===== src/rtl/sar_adc_scan_ctrl.sv =====
// Multi-channel SAR ADC scan controller: drives the input mux and DAC, reads one comparator,
// and returns one result per enabled channel, optionally averaged over 2**AVG_LOG2 conversions.
module sar_adc_scan_ctrl #(
    parameter int unsigned WIDTH             = 8,
    parameter int unsigned NUM_CH            = 4,
    parameter int unsigned SETTLE_CYCLES     = 50000,
    parameter int unsigned MUX_SETTLE_CYCLES = 1000,
    parameter int unsigned AVG_LOG2          = 0,
    localparam int unsigned CH_W             = (NUM_CH > 1) ? $clog2(NUM_CH) : 1
) (
    input  logic              clk,
    input  logic              reset,
    input  logic              comp_in,
    input  logic              start,
    input  logic              continuous,
    input  logic [NUM_CH-1:0] ch_mask,
    output logic [WIDTH-1:0]  trial_code,
    output logic [CH_W-1:0]   ch_sel,
    output logic              busy,
    output logic              result_valid,
    output logic [WIDTH-1:0]  result_data,
    output logic [CH_W-1:0]   result_ch
);

    localparam int unsigned BIT_W   = $clog2(WIDTH);
    localparam int unsigned ACC_W   = WIDTH + AVG_LOG2;
    localparam int unsigned SCNT_W  = AVG_LOG2 + 1;
    localparam int unsigned NUM_AVG = 1 << AVG_LOG2;
    localparam int unsigned CNT_MAX = (SETTLE_CYCLES > MUX_SETTLE_CYCLES) ?
                                      SETTLE_CYCLES : MUX_SETTLE_CYCLES;
    localparam int unsigned CNT_W   = $clog2(CNT_MAX + 1);

    typedef enum logic [2:0] {
        S_IDLE,
        S_MUX_SETTLE,
        S_SET_BIT,
        S_WAIT_SETTLE,
        S_SAMPLE,
        S_ACCUM,
        S_OUTPUT
    } state_t;

    state_t              state_q, state_d;
    logic                comp_meta_q, comp_q;
    logic [NUM_CH-1:0]   mask_q, mask_d;
    logic [CH_W-1:0]     ch_q, ch_d;
    logic [BIT_W-1:0]    bit_q, bit_d;
    logic [WIDTH-1:0]    trial_q, trial_d;
    logic [CNT_W-1:0]    cnt_q, cnt_d;
    logic [ACC_W-1:0]    acc_q, acc_d, acc_sum;
    logic [SCNT_W-1:0]   scnt_q, scnt_d;
    logic                busy_q, busy_d;
    logic                valid_q, valid_d;
    logic [WIDTH-1:0]    data_q, data_d;
    logic [CH_W-1:0]     rch_q, rch_d;
    logic [CH_W:0]       next_above;

    // Lowest set bit of a channel mask.
    function automatic logic [CH_W-1:0] lowest_ch(input logic [NUM_CH-1:0] m);
        logic [CH_W-1:0] ch;
        ch = '0;
        for (int i = int'(NUM_CH) - 1; i >= 0; i--) begin
            if (m[i]) ch = CH_W'(i);
        end
        return ch;
    endfunction

    // {found, channel} for the lowest set bit strictly above cur.
    function automatic logic [CH_W:0] next_ch(input logic [NUM_CH-1:0] m,
                                              input logic [CH_W-1:0]   cur);
        logic            found;
        logic [CH_W-1:0] ch;
        found = 1'b0;
        ch    = '0;
        for (int i = int'(NUM_CH) - 1; i >= 0; i--) begin
            if (m[i] && (i > int'(cur))) begin
                found = 1'b1;
                ch    = CH_W'(i);
            end
        end
        return {found, ch};
    endfunction

    // State and datapath registers, comparator synchroniser.
    always_ff @(posedge clk) begin
        if (reset) begin
            state_q     <= S_IDLE;
            comp_meta_q <= 1'b0;
            comp_q      <= 1'b0;
            mask_q      <= '0;
            ch_q        <= '0;
            bit_q       <= '0;
            trial_q     <= '0;
            cnt_q       <= '0;
            acc_q       <= '0;
            scnt_q      <= '0;
            busy_q      <= 1'b0;
            valid_q     <= 1'b0;
            data_q      <= '0;
            rch_q       <= '0;
        end else begin
            state_q     <= state_d;
            comp_meta_q <= comp_in;
            comp_q      <= comp_meta_q;
            mask_q      <= mask_d;
            ch_q        <= ch_d;
            bit_q       <= bit_d;
            trial_q     <= trial_d;
            cnt_q       <= cnt_d;
            acc_q       <= acc_d;
            scnt_q      <= scnt_d;
            busy_q      <= busy_d;
            valid_q     <= valid_d;
            data_q      <= data_d;
            rch_q       <= rch_d;
        end
    end

    assign acc_sum    = acc_q + ACC_W'(trial_q);
    assign next_above = next_ch(mask_q, ch_q);

    // Next-state and datapath update; the result is registered on the way into S_OUTPUT.
    always_comb begin
        state_d = state_q;
        mask_d  = mask_q;
        ch_d    = ch_q;
        bit_d   = bit_q;
        trial_d = trial_q;
        cnt_d   = '0;
        acc_d   = acc_q;
        scnt_d  = scnt_q;
        valid_d = 1'b0;
        data_d  = data_q;
        rch_d   = rch_q;

        case (state_q)
            S_IDLE: begin
                trial_d = '0;
                if (start && (|ch_mask)) begin
                    mask_d  = ch_mask;
                    ch_d    = lowest_ch(ch_mask);
                    acc_d   = '0;
                    scnt_d  = '0;
                    bit_d   = BIT_W'(WIDTH - 1);
                    state_d = S_MUX_SETTLE;
                end
            end
            S_MUX_SETTLE: begin
                trial_d = '0;
                bit_d   = BIT_W'(WIDTH - 1);
                if (cnt_q == CNT_W'(MUX_SETTLE_CYCLES - 1)) begin
                    state_d = S_SET_BIT;
                end else begin
                    cnt_d = cnt_q + CNT_W'(1);
                end
            end
            S_SET_BIT: begin
                trial_d[bit_q] = 1'b1;
                state_d        = S_WAIT_SETTLE;
            end
            S_WAIT_SETTLE: begin
                if (cnt_q == CNT_W'(SETTLE_CYCLES - 1)) begin
                    state_d = S_SAMPLE;
                end else begin
                    cnt_d = cnt_q + CNT_W'(1);
                end
            end
            S_SAMPLE: begin
                if (!comp_q) trial_d[bit_q] = 1'b0;
                if (bit_q != '0) begin
                    bit_d   = bit_q - BIT_W'(1);
                    state_d = S_SET_BIT;
                end else begin
                    state_d = S_ACCUM;
                end
            end
            S_ACCUM: begin
                acc_d  = acc_sum;
                scnt_d = scnt_q + SCNT_W'(1);
                if (scnt_q == SCNT_W'(NUM_AVG - 1)) begin
                    valid_d = 1'b1;
                    data_d  = WIDTH'(acc_sum >> AVG_LOG2);
                    rch_d   = ch_q;
                    state_d = S_OUTPUT;
                end else begin
                    trial_d = '0;
                    bit_d   = BIT_W'(WIDTH - 1);
                    state_d = S_SET_BIT;
                end
            end
            S_OUTPUT: begin
                acc_d   = '0;
                scnt_d  = '0;
                trial_d = '0;
                bit_d   = BIT_W'(WIDTH - 1);
                if (next_above[CH_W]) begin
                    ch_d    = next_above[CH_W-1:0];
                    state_d = S_MUX_SETTLE;
                end else if (continuous) begin
                    ch_d    = lowest_ch(mask_q);
                    state_d = S_MUX_SETTLE;
                end else begin
                    state_d = S_IDLE;
                end
            end
            default: begin
                state_d = S_IDLE;
            end
        endcase

        busy_d = (state_d != S_IDLE);
    end

    assign trial_code   = trial_q;
    assign ch_sel       = ch_q;
    assign busy         = busy_q;
    assign result_valid = valid_q;
    assign result_data  = data_q;
    assign result_ch    = rch_q;

endmodule


===== config.mk =====
export PLATFORM = sky130hd
export DESIGN_NAME = sar_adc_scan_ctrl
export DESIGN_NICKNAME = d
export VERILOG_FILES = /design/src/rtl/sar_adc_scan_ctrl.sv
export SDC_FILE = /design/constraint.sdc
export NUM_CORES = 1
export LEC_CHECK = 0
export CAP_MARGIN = 15
export CORE_MARGIN = 2
export CORE_UTILIZATION = 51
export DETAILED_ROUTE_END_ITERATION = 8
export HOLD_SLACK_MARGIN = 0.15
export PLACE_DENSITY = 0.88
export SYNTH_ARGS = -nofsm -noshare
export SYNTH_HDL_FRONTEND = slang
export SYNTH_SLANG_ARGS = --single-unit

===== constraint.sdc =====
create_clock -name clk -period 2.01 [get_ports clk]
set_clock_uncertainty 0.2 [all_clocks]
set_input_delay 0.402 -clock clk [delete_from_list [all_inputs] [get_ports clk]]
set_output_delay 0.402 -clock clk [all_outputs]
set_load 0.005 [all_outputs]

==> results.md, run 1 <==
* Routed vias at 3010
* Initial Utilization at 0.523
* RSZ-0062 raised after global routing: true
* Pwr Density at 628 nW/um^2
* Synth Cell Area at 3080 um^2
* Mean routed wirelength per cell at 15.9 um
* Count of cell types in the netlist at 67
* Detailed Route WL at 8010 um
* Initial DRC count at 173
* Lkg Pwr at 0.00149 uW
* Post-route setup slack at -159 ps
* Number of max-cap violations at 0
* CTS tree: built
* Area grow syn2layout at 30.7%
* Crit Path Max Fanout at 4
* # fillers at 430
* Final ANT Viol Nets at 0
* Clock buffer depth at 2
* Failing checks: setup timing
* Grt ovf at 0
* TritonCTS Buffers at 9
* Switching part of the total power at 0.250
* Vias in the first global route at 2745
* Peak supply drop at 505 uV
* Outcome: complete, but fails checks
* Largest net degree at the start of global routing at 22
* H-tree Lvls at 3
* Clock power share at 0.427
* Seq pwr share at 0.482
* Fin crit share at 1.08
* Fmax at 0.461 GHz
* Worst slew margin at 0.678
* Worst Setup Start Kind: flip-flop
* Initial antenna violation count at 0
* Die area at 6680 um^2
* I/O Pins at 31
* Placer Congestion at 0.885
* Finish-stage setup viols at 5
* Fin nets at 444
* Post-synthesis sequential area ratio at 0.383
* Post-synth ARST share at 0
* GRT Resource Usage Total at 0.236
* Post-synth top flop: dfxtp_1
* Cell Rows at 28
* Hold-fix buffers, CTS at 0
* Cells after Synth at 355
* Crit Path Category: reg2reg
* Mapped Avg Cell Area at 8.68 um^2
* Hpwl dp at 5120 um
* Commonest non-fill, non-tap cells in the layout: dfxtp_1, nand2_1, buf_4
* R2R depth at 6
* Port-buffer cells at 30
* Clock slew at reported path FFs at 70 ps
* Drt via density at 5.97
* Met2 WL post-DR at 4150 um
* Worst hold path class: reg2reg
* Most common cell after layout, fill and taps aside: dfxtp_1
* NetSw at 632 uW
* Yosys reg bits at 59
* Int Power at 1900 uW
* Multi-input logic area at 1870 um^2
* Finished Cell Area at 4030 um^2
* Worst hold stages at 1
* Clock sinks at 59
* Met1 Wirelength at 3270 um
* Minimum clock period at 2170 ps
* Placed cell area at 3710 um^2
* Global-route wire length before repair at 12100 um
* Ratio of cells with drive above 1 in the final layout at 0.224
* CORE AREA at 5890 um^2
* Diode count at 0
* Total Neg Setup Slack at -338 ps
* CTS Root Cell: clkbuf_8
* Top layer in use: met4
* Die X at 81.7 um
* Die H at 81.7 um
* Max Slew Vio Count at 0
* Register Area at 1200 um^2
* DRC errors left at 0
* Synthesis warning total at 0
* Data arrival, critical path at 2220 ps
* CP required at 2060 ps
* Post-synth EDFFs at 0
* Clock Latency Late Sink at 340 ps
* Crit end category: flip-flop
* WHS at 244 ps
* Total power at 2530 uW
* Combinational share of power at 0.091
* Tightest Pin Transition at 477 ps
* TritonRoute pass-1 iters at 5
* Final Hold Vio Count at 0
* Post-Syn Nets at 375
* Met3 wire length at 370 um
metrics by stage:
stage	std cells	setup slack, ps	utilization
4_1_cts	503	-74.8	0.670
2_1_floorplan	355	7.21	-
3_5_place_dp	486	-345	0.630
6_report	504	-159	0.684
5_1_grt	504	-198	0.684
3_3_place_gp	486	-244	0.630
what timing repair did:
action                     4_1_cts  5_1_grt
cloned                           0        0
pin swaps                        5        9
resized for setup               10       17
buffers inserted                 1        1
setup endpoints to repair        7       16
path summary, 6_finish.rpt:
path                                        to  slack [ps]         from
worst max-delay path            result_data[7]        -160     acc_q[1]
worst min-delay path                    comp_q         240  comp_meta_q
worst max register to register  result_data[7]        -160     acc_q[1]
worst min register to register          comp_q         240  comp_meta_q
synth_stat cells, types with 5 or more instances:
library cell | number | area [um^2]
a21o_1 | 6 | 45.0
a21oi_1 | 19 | 95.1
a221oi_1 | 9 | 78.8
a22o_1 | 5 | 43.8
and3_1 | 5 | 31.3
dfxtp_1 | 59 | 1180
ha_1 | 10 | 125
inv_1 | 17 | 63.8
mux2i_1 | 7 | 70.1
nand2_1 | 43 | 161
nand3_1 | 12 | 60.1
nand4_1 | 7 | 43.8
nor2_1 | 35 | 131
nor2b_1 | 7 | 43.8
nor3_1 | 5 | 25.0
o21ai_0 | 6 | 30.0
xnor2_1 | 7 | 61.3
xor2_1 | 10 | 87.6
state kept, by name, summed over array words and instances (netlist names):
register      cells
trial_code        8
result_ch         2
ch_sel            2
comp_meta_q       1
cnt_q            16
acc_q             8
state_q           3
scnt_q            1
result_valid      1
result_data       8
bit_q             3
comp_q            1
busy              1
mask_q            4
logic make-up (layout without fill, tap and decap cells):
| family | count (synthesis) | count (layout) | synth area share |
|---|---|---|---|
| DFF | 59 | 59 | 0.383 |
| muxes | 8 | 8 | 0.0264 |
| and+or+nand+nor | 143 | 143 | 0.238 |
| xor gates and xnor gates | 17 | 17 | 0.0483 |
| AOI/OAI and AO/OA | 87 | 87 | 0.208 |
| buffers and inverters | 30 | 104 | 0.0487 |
| adders and majority gates | 11 | 11 | 0.0471 |
critical path, cell delays in order (launching register included):
cell      delay [ps]
dfxtp_4          360
ha_4             240
a21o_1           200
and4_4           220
or3b_4           410
a31o_1           220
a311oi_1         240
final cells by class:
class,count,share of cell area
multi-input cells,266,0.464
flip-flops and latches,59,0.297
repair buffers,71,0.152
clock buffers,11,0.0351
well taps,75,0.0233
inverters,17,0.0158
clock inverters,5,0.0131
layer usage:
metal,vias up,track usage
met5,-,0
met4,0,0.0817
met3,23,0.0571
met2,108,0.423
met1,1446,0.274
li1,1433,-
power groups by stage:
stage | logic (uW) | clock network [uW] | registers, uW
global placement | 201 | 0 | 1240
global route | 250 | 1130 | 1220
finish | 230 | 1080 | 1220
detailed placement | 209 | 0 | 1250
CTS | 215 | 1090 | 1220
floorplan | 134 | 0 | 1230
No activity file was read; power rests on OpenSTA's default activity.
==> run 2: changes to the inputs <==
ABC_AREA = 1   (was unset)
CORE_UTILIZATION = 50   (was 51)
PLACE_DENSITY = 0.86   (was 0.88)
==> results.md, run 2 <==
* Initial Utilization at 0.511 (-0.0124)
* Minimum clock period at 1930 ps (-240 ps)
* Tightest Pin Transition at 316 ps (-161 ps)
* Placer Congestion at 0.884 (about the same)
* CTS Root Cell: clkbuf_8
* Hpwl dp at 5250 um (+2.4%)
* Mean routed wirelength per cell at 12.5 um (-21%)
* DRC errors left at 0 (unchanged)
* Top reg by flops: cnt_q
* I/O Pins at 31 (unchanged)
* Area grow syn2layout at 19.5%
* Hold-fix buffers, CTS at 0 (unchanged)
* Post-synth top flop: dfxtp_1
* CTS tree: built
* Peak supply drop at 466 uV (-7.7%)
* Clock sinks at 59 (unchanged)
* Number of max-cap violations at 0 (unchanged)
* Data arrival, critical path at 1330 ps (-890 ps)
* Fmax at 0.518 GHz (+12%)
* Pwr Density at 624 nW/um^2 (-0.62%)
* Worst path max stage delay at 560 ps (+150 ps)
* Cell chain of the critical path: clkdlybuf4s50_1
* GRT Resource Usage Total at 0.216 (-0.0202)
* Fin nets at 517 (+16%)
* Placed cell area at 3600 um^2 (-2.9%)
* Crit end category: primary output
* Ratio of cells with drive above 1 in the final layout at 0.110 (-0.114)
* Lkg Pwr at 0.00170 uW (+14%)
* Initial antenna violation count at 0 (unchanged)
* Crit Path Category: reg2out
* Yosys reg bits at 59 (unchanged)
* Clock Latency Late Sink at 340 ps (about the same)
* Most numerous cell in the Yosys netlist: nand2_1
* Post-synth ARST share at 0 (unchanged)
* Synthesis warning total at 0 (unchanged)
* Crit Path Max Fanout at 4 (unchanged)
* Worst path top cell family by delay: buffers and inverters
* Total Neg Setup Slack at 0 ps (+338 ps)
* Cell Rows at 29 (+3.6%)
* Final ANT Viol Nets at 0 (unchanged)
* RSZ-0062 raised after global routing: false
* Clock slew at reported path FFs at 60 ps (about the same)
* Max Slew Vio Count at 0 (unchanged)
* Finished Cell Area at 3810 um^2 (-5.3%)
* Die X at 83.9 um (+2.6%)
* Max FFs per register at 16 (unchanged)
* CP required at 1410 ps (-650 ps)
* Largest area contributor in the netlist: dfxtp_1
* Diode count at 0 (unchanged)
* Initial DRC count at 278 (+61%)
* Post-synthesis sequential area ratio at 0.370 (-0.0131)
* Mapped Avg Cell Area at 7.04 um^2 (-19%)
* CORE AREA at 6240 um^2 (+6.0%)
* Synth Cell Area at 3190 um^2 (+3.5%)
* Worst Setup Start Kind: flip-flop
* Global-route wire length before repair at 12400 um (+1.8%)
* Worst slew margin at 0.789 (+0.111)
* Finish-stage setup viols at 0 (-5)
* Die area at 7030 um^2 (+5.3%)
* Worst Path Buf+Inv at 1 (+1)
* Final Hold Vio Count at 0 (unchanged)
* Post-Syn Nets at 473 (+26%)
* Port-buffer cells at 30 (unchanged)
* Commonest non-fill, non-tap cells in the layout: nand2_1, nor2_1, dfxtp_1
* Worst hold path class: reg2reg
* Routed vias at 2973 (-1.2%)
* Fin crit share at 0.960 (-0.119)
* Vias in the first global route at 2797 (+1.9%)
* Die H at 83.9 um (+2.6%)
* Count of cell types in the netlist at 32 (-52%)
* Drt via density at 5.13 (-14%)
* Top cells by instance count after synthesis: nand2_1, nor2_1, dfxtp_1, inv_1, a21oi_1
* Synth top area share at 0.370 (-0.0131)
* TritonCTS Buffers at 9 (unchanged)
* Final core utilization at 0.611 (-0.0732)
* Post-synth EDFFs at 0 (unchanged)
* Cells after Synth at 453 (+28%)
* Clock buffer depth at 2 (unchanged)
* H-tree Lvls at 3 (unchanged)
* Largest net degree at the start of global routing at 22 (unchanged)
* TritonRoute pass-1 iters at 5 (unchanged)
* # fillers at 532 (+24%)
* CP max stage cell: clkdlybuf4s50_1
* Most common cell after layout, fill and taps aside: nand2_1
* Synth area leaders: dfxtp_1, nand2_1, nor2_1, inv_1, a21oi_1
* Grt ovf at 0 (unchanged)
* Outcome: complete, no violations
* Detailed Route WL at 7230 um (-9.7%)
* Worst slack at placement at 48.9 ps (+394 ps)
* Post-route setup slack at 81.1 ps (+240 ps)
* Total power at 2380 uW (-5.9%)
## run 2: timing repair
| action | 4_1_cts | 5_1_grt |
|---|---|---|
| endpoints found under the setup margin | 0 | 30 |
| gates resized for setup | 0 | 3 |
| setup buffers | 0 | 2 |
## run 2: area by class of cell
cell class | instances | area [um^2] | share of cell area
Multi-Input combinational cell | 332 | 1760 | 0.462
Sequential cell | 59 | 1180 | 0.310
Timing Repair Buffer | 39 | 380 | 0.0998
Inverter | 56 | 210 | 0.0551
Clock buffer | 12 | 155 | 0.0407
Tap cell | 77 | 96.3 | 0.0253
Clock inverter | 4 | 25.0 | 0.00656
## run 2: final timing paths
path	startpoint	endpoint	depth (start not counted)	slack, ps
worst max-delay path	trial_code[1]	trial_code[1]	1	80
worst min-delay path	comp_meta_q	comp_q	2	200
worst max register to register	state_q[1]	trial_code[7]	9	120
worst min register to register	comp_meta_q	comp_q	2	200
## run 2: per-stage QoR
stage | cells | hold slack (ps)
after floorplan | 453 | 188
after global placement | 561 | 190
after detailed placement | 561 | 196
after CTS | 577 | 205
after global routing | 579 | 224
final | 579 | 202
## run 2: metal layers
layer | vias to the layer above | GRT usage | part of all wire
li1 | 1528 | - | -
met1 | 1369 | 0.274 | 0.45
met2 | 65 | 0.354 | 0.49
met4 | 0 | 0.0997 | 0.017
met3 | 11 | 0.0435 | 0.043
met5 | - | 0 | 0
## run 2: logic make-up (layout without fill, tap and decap cells)
group / after synthesis / count (layout) / synth area share
AO/OA/AOI/OAI: 75 / 75 / 0.127
AND/OR/NAND/NOR: 231 / 231 / 0.337
flip-flops: 59 / 59 / 0.370
buffers and inverters: 62 / 111 / 0.0785
XOR/XNOR: 15 / 15 / 0.0412
adder cells (fa/ha/maj): 11 / 11 / 0.0455
## run 2: worst reg2reg max path: stages, from the launching register on
cell and delay, ps:
dfxtp_1 430, inv_1 120, nand3_4 120, nor2_4 60, inv_2 150, nand2_2 90
nor2_4 220, nand2_2 110, o21ai_0 190, nor2_1 80
## run 2: where the power goes
group | internal (uW) | switching, uW
registers | 1190 | 25.0
clock network | 510 | 468
logic | 75.2 | 111
==> run 3: changes to the inputs <==
CORE_UTILIZATION = 45   (was 50)
CTS_CLUSTER_DIAMETER = 60   (was unset)
PLACE_DENSITY = 0.8   (was 0.86)
==> results.md, run 3 (synthesis results as in run 2) <==
* Critical R2R Launch: trial_code[0]
* Finished Cell Area at 3890 um^2 (+2.1%)
* Commonest non-fill, non-tap cells in the layout: nand2_1, nor2_1, dfxtp_1
* Data arrival, critical path at 1320 ps (about the same)
* Crit Path Max Fanout at 4 (unchanged)
* Largest net degree at the start of global routing at 22 (unchanged)
* Number of max-cap violations at 0 (unchanged)
* Fin nets at 519 (+0.39%)
* Worst path top cell family by delay: buffers and inverters
* Clock sinks at 59 (unchanged)
* Top reg by flops: cnt_q
* Die X at 88.2 um (+5.2%)
* Global-route wire length before repair at 12500 um (+0.95%)
* Crit end category: primary output
* Max Slew Vio Count at 0 (unchanged)
* Worst hold stages at 2 (unchanged)
* Vias in the first global route at 2874 (+2.8%)
* Hpwl dp at 5150 um (-1.8%)
* Area grow syn2layout at 22.1%
* Cell chain of the critical path: clkdlybuf4s50_1
* Routed vias at 3002 (+0.98%)
* Max FFs per register at 16 (unchanged)
* Worst slew margin at 0.708 (-0.0811)
* Finish-stage setup viols at 0 (unchanged)
* Worst Setup Start Kind: flip-flop
* HP Start: comp_meta_q
* Fmax at 0.520 GHz (+0.40%)
* Lkg Pwr at 0.00174 uW (+2.3%)
* I/O Pins at 31 (unchanged)
* Worst Path Buf+Inv at 1 (unchanged)
* Most common cell after layout, fill and taps aside: nand2_1
* Crit Path Category: reg2out
* Drt via density at 5.00 (-2.6%)
* Flop2flop setup slack at 120 ps (about the same)
* Crit. path cell count at 1 (unchanged)
* RSZ-0062 raised after global routing: false
* CTS Root Cell: clkbuf_8
* Cell Rows at 30 (+3.4%)
* Detailed Route WL at 7280 um (+0.71%)
* Diode count at 0 (unchanged)
* Initial Utilization at 0.467 (-0.0442)
* Worst hold path class: reg2reg
* Fin crit share at 0.956 (-0.00378)
* CORE AREA at 6830 um^2 (+9.5%)
* Total Neg Setup Slack at 0 ps (unchanged)
* CP max stage cell: clkdlybuf4s50_1
* Clock buffer depth at 2 (unchanged)
* TritonCTS Buffers at 9 (unchanged)
* Initial DRC count at 172 (-38%)
* R2R depth at 7 (-2)
* Min-Delay Endpoint: comp_q
* Placer Congestion at 0.857 (-3.1%)
* CTS tree: built
* TritonRoute pass-1 iters at 4 (-1)
* Port-buffer cells at 30 (unchanged)
* Die area at 7780 um^2 (+11%)
* H-tree Lvls at 3 (unchanged)
* Clock Latency Late Sink at 350 ps (about the same)
* GRT Resource Usage Total at 0.204 (-0.0118)
* Minimum clock period at 1920 ps (-7.60 ps)
* Worst path max stage delay at 550 ps (about the same)
* Ratio of cells with drive above 1 in the final layout at 0.111 (+0.00155)
* Mean routed wirelength per cell at 12.1 um (-2.8%)
* Initial antenna violation count at 0 (unchanged)
* Tightest Pin Transition at 438 ps (+122 ps)
* Grt ovf at 0 (unchanged)
* Reg-to-reg critical path endpoint: acc_q[4]
* Die H at 88.2 um (+5.2%)
* Placed cell area at 3640 um^2 (+1.1%)
* Final Hold Vio Count at 0 (unchanged)
* Pwr Density at 680 nW/um^2 (+8.9%)
* DRC errors left at 0 (unchanged)
* Final ANT Viol Nets at 0 (unchanged)
* Clock slew at reported path FFs at 60 ps (about the same)
* CP required at 1410 ps (about the same)
* Outcome: complete, no violations
* Peak supply drop at 294 uV (-37%)
==> run 3: cell types whose count changed in the layout (fill, tap and decap cells not counted), sizes merged <==
cell,delta
buf,+2
bufinv,+2
clkbuf,-1
clkinv,+1
clkinvlp,-2
==> run 3: final cells by class <==
class | instances | area [um^2]
tap | 96 | 120
sequential | 59 | 1180
clock buffer | 11 | 151
timing repair buffer | 41 | 395
multi-input combinational | 332 | 1760
clock inverter | 5 | 75.1
fill | 634 | 2940
inverter | 56 | 210
==> run 3: worst max-delay path by stage <==
| stage | from | end | slack (ps) |
|---|---|---|---|
| floorplan | trial_code[0] | acc_q[4] | 180 |
| global placement | ch_mask[3] | bit_q[0] | 60 |
| detailed placement | cnt_q[1] | cnt_q[9] | 40 |
| CTS | cnt_q[1] | cnt_q[9] | 20 |
| global route | trial_code[1] | trial_code[1] | 10 |
| finish | trial_code[1] | trial_code[1] | 90 |
==> run 3: what timing repair did <==
item,CTS,global route
setup endpoints to repair,0,18
setup buffers,0,2
hold buffers,0,0
resized for setup,0,1
endpoints found under the hold margin,0,0
==> run 3: worst reg2reg max path, stage by stage, from the launching register on <==
cell and delay, ps:
dfxtp_1 340, ha_1 230, fa_2 380, nand3_1 100
nand3_1 90, or2_2 290, nand3_1 70, a21oi_1 60
==> run 3: power by group <==
part	switching (uW)	internal, uW	leakage [uW]
Combinational	111	77.2	0.00114
Sequential	24.3	1190	0.000478
Clock	487	759	0.000119
==> run 3: routing by layer <==
| layer | wire [um] | global-route usage | up-vias | part of all wire |
|---|---|---|---|---|
| met4 | 159 | 0.103 | 0 | 0.022 |
| met1 | 3390 | 0.259 | 1381 | 0.47 |
| li1 | - | - | 1538 | - |
| met3 | 342 | 0.0396 | 15 | 0.047 |
| met2 | 3380 | 0.331 | 68 | 0.46 |
| met5 | 0 | 0 | - | 0 |
==> run 3: stage by stage <==
step | hold slack [ps] | utilization | setup WS, ps | power [uW] | std cells
global placement | 196 | 0.532 | 59.8 | 1420 | 582
CTS | 203 | 0.566 | 24.1 | 2670 | 598
floorplan | 188 | - | 180 | 1360 | 453
detailed placement | 194 | 0.532 | 44.8 | 1420 | 582
global route | 239 | 0.570 | 14.1 | 2750 | 600
finish | 203 | 0.570 | 88.7 | 2650 | 600
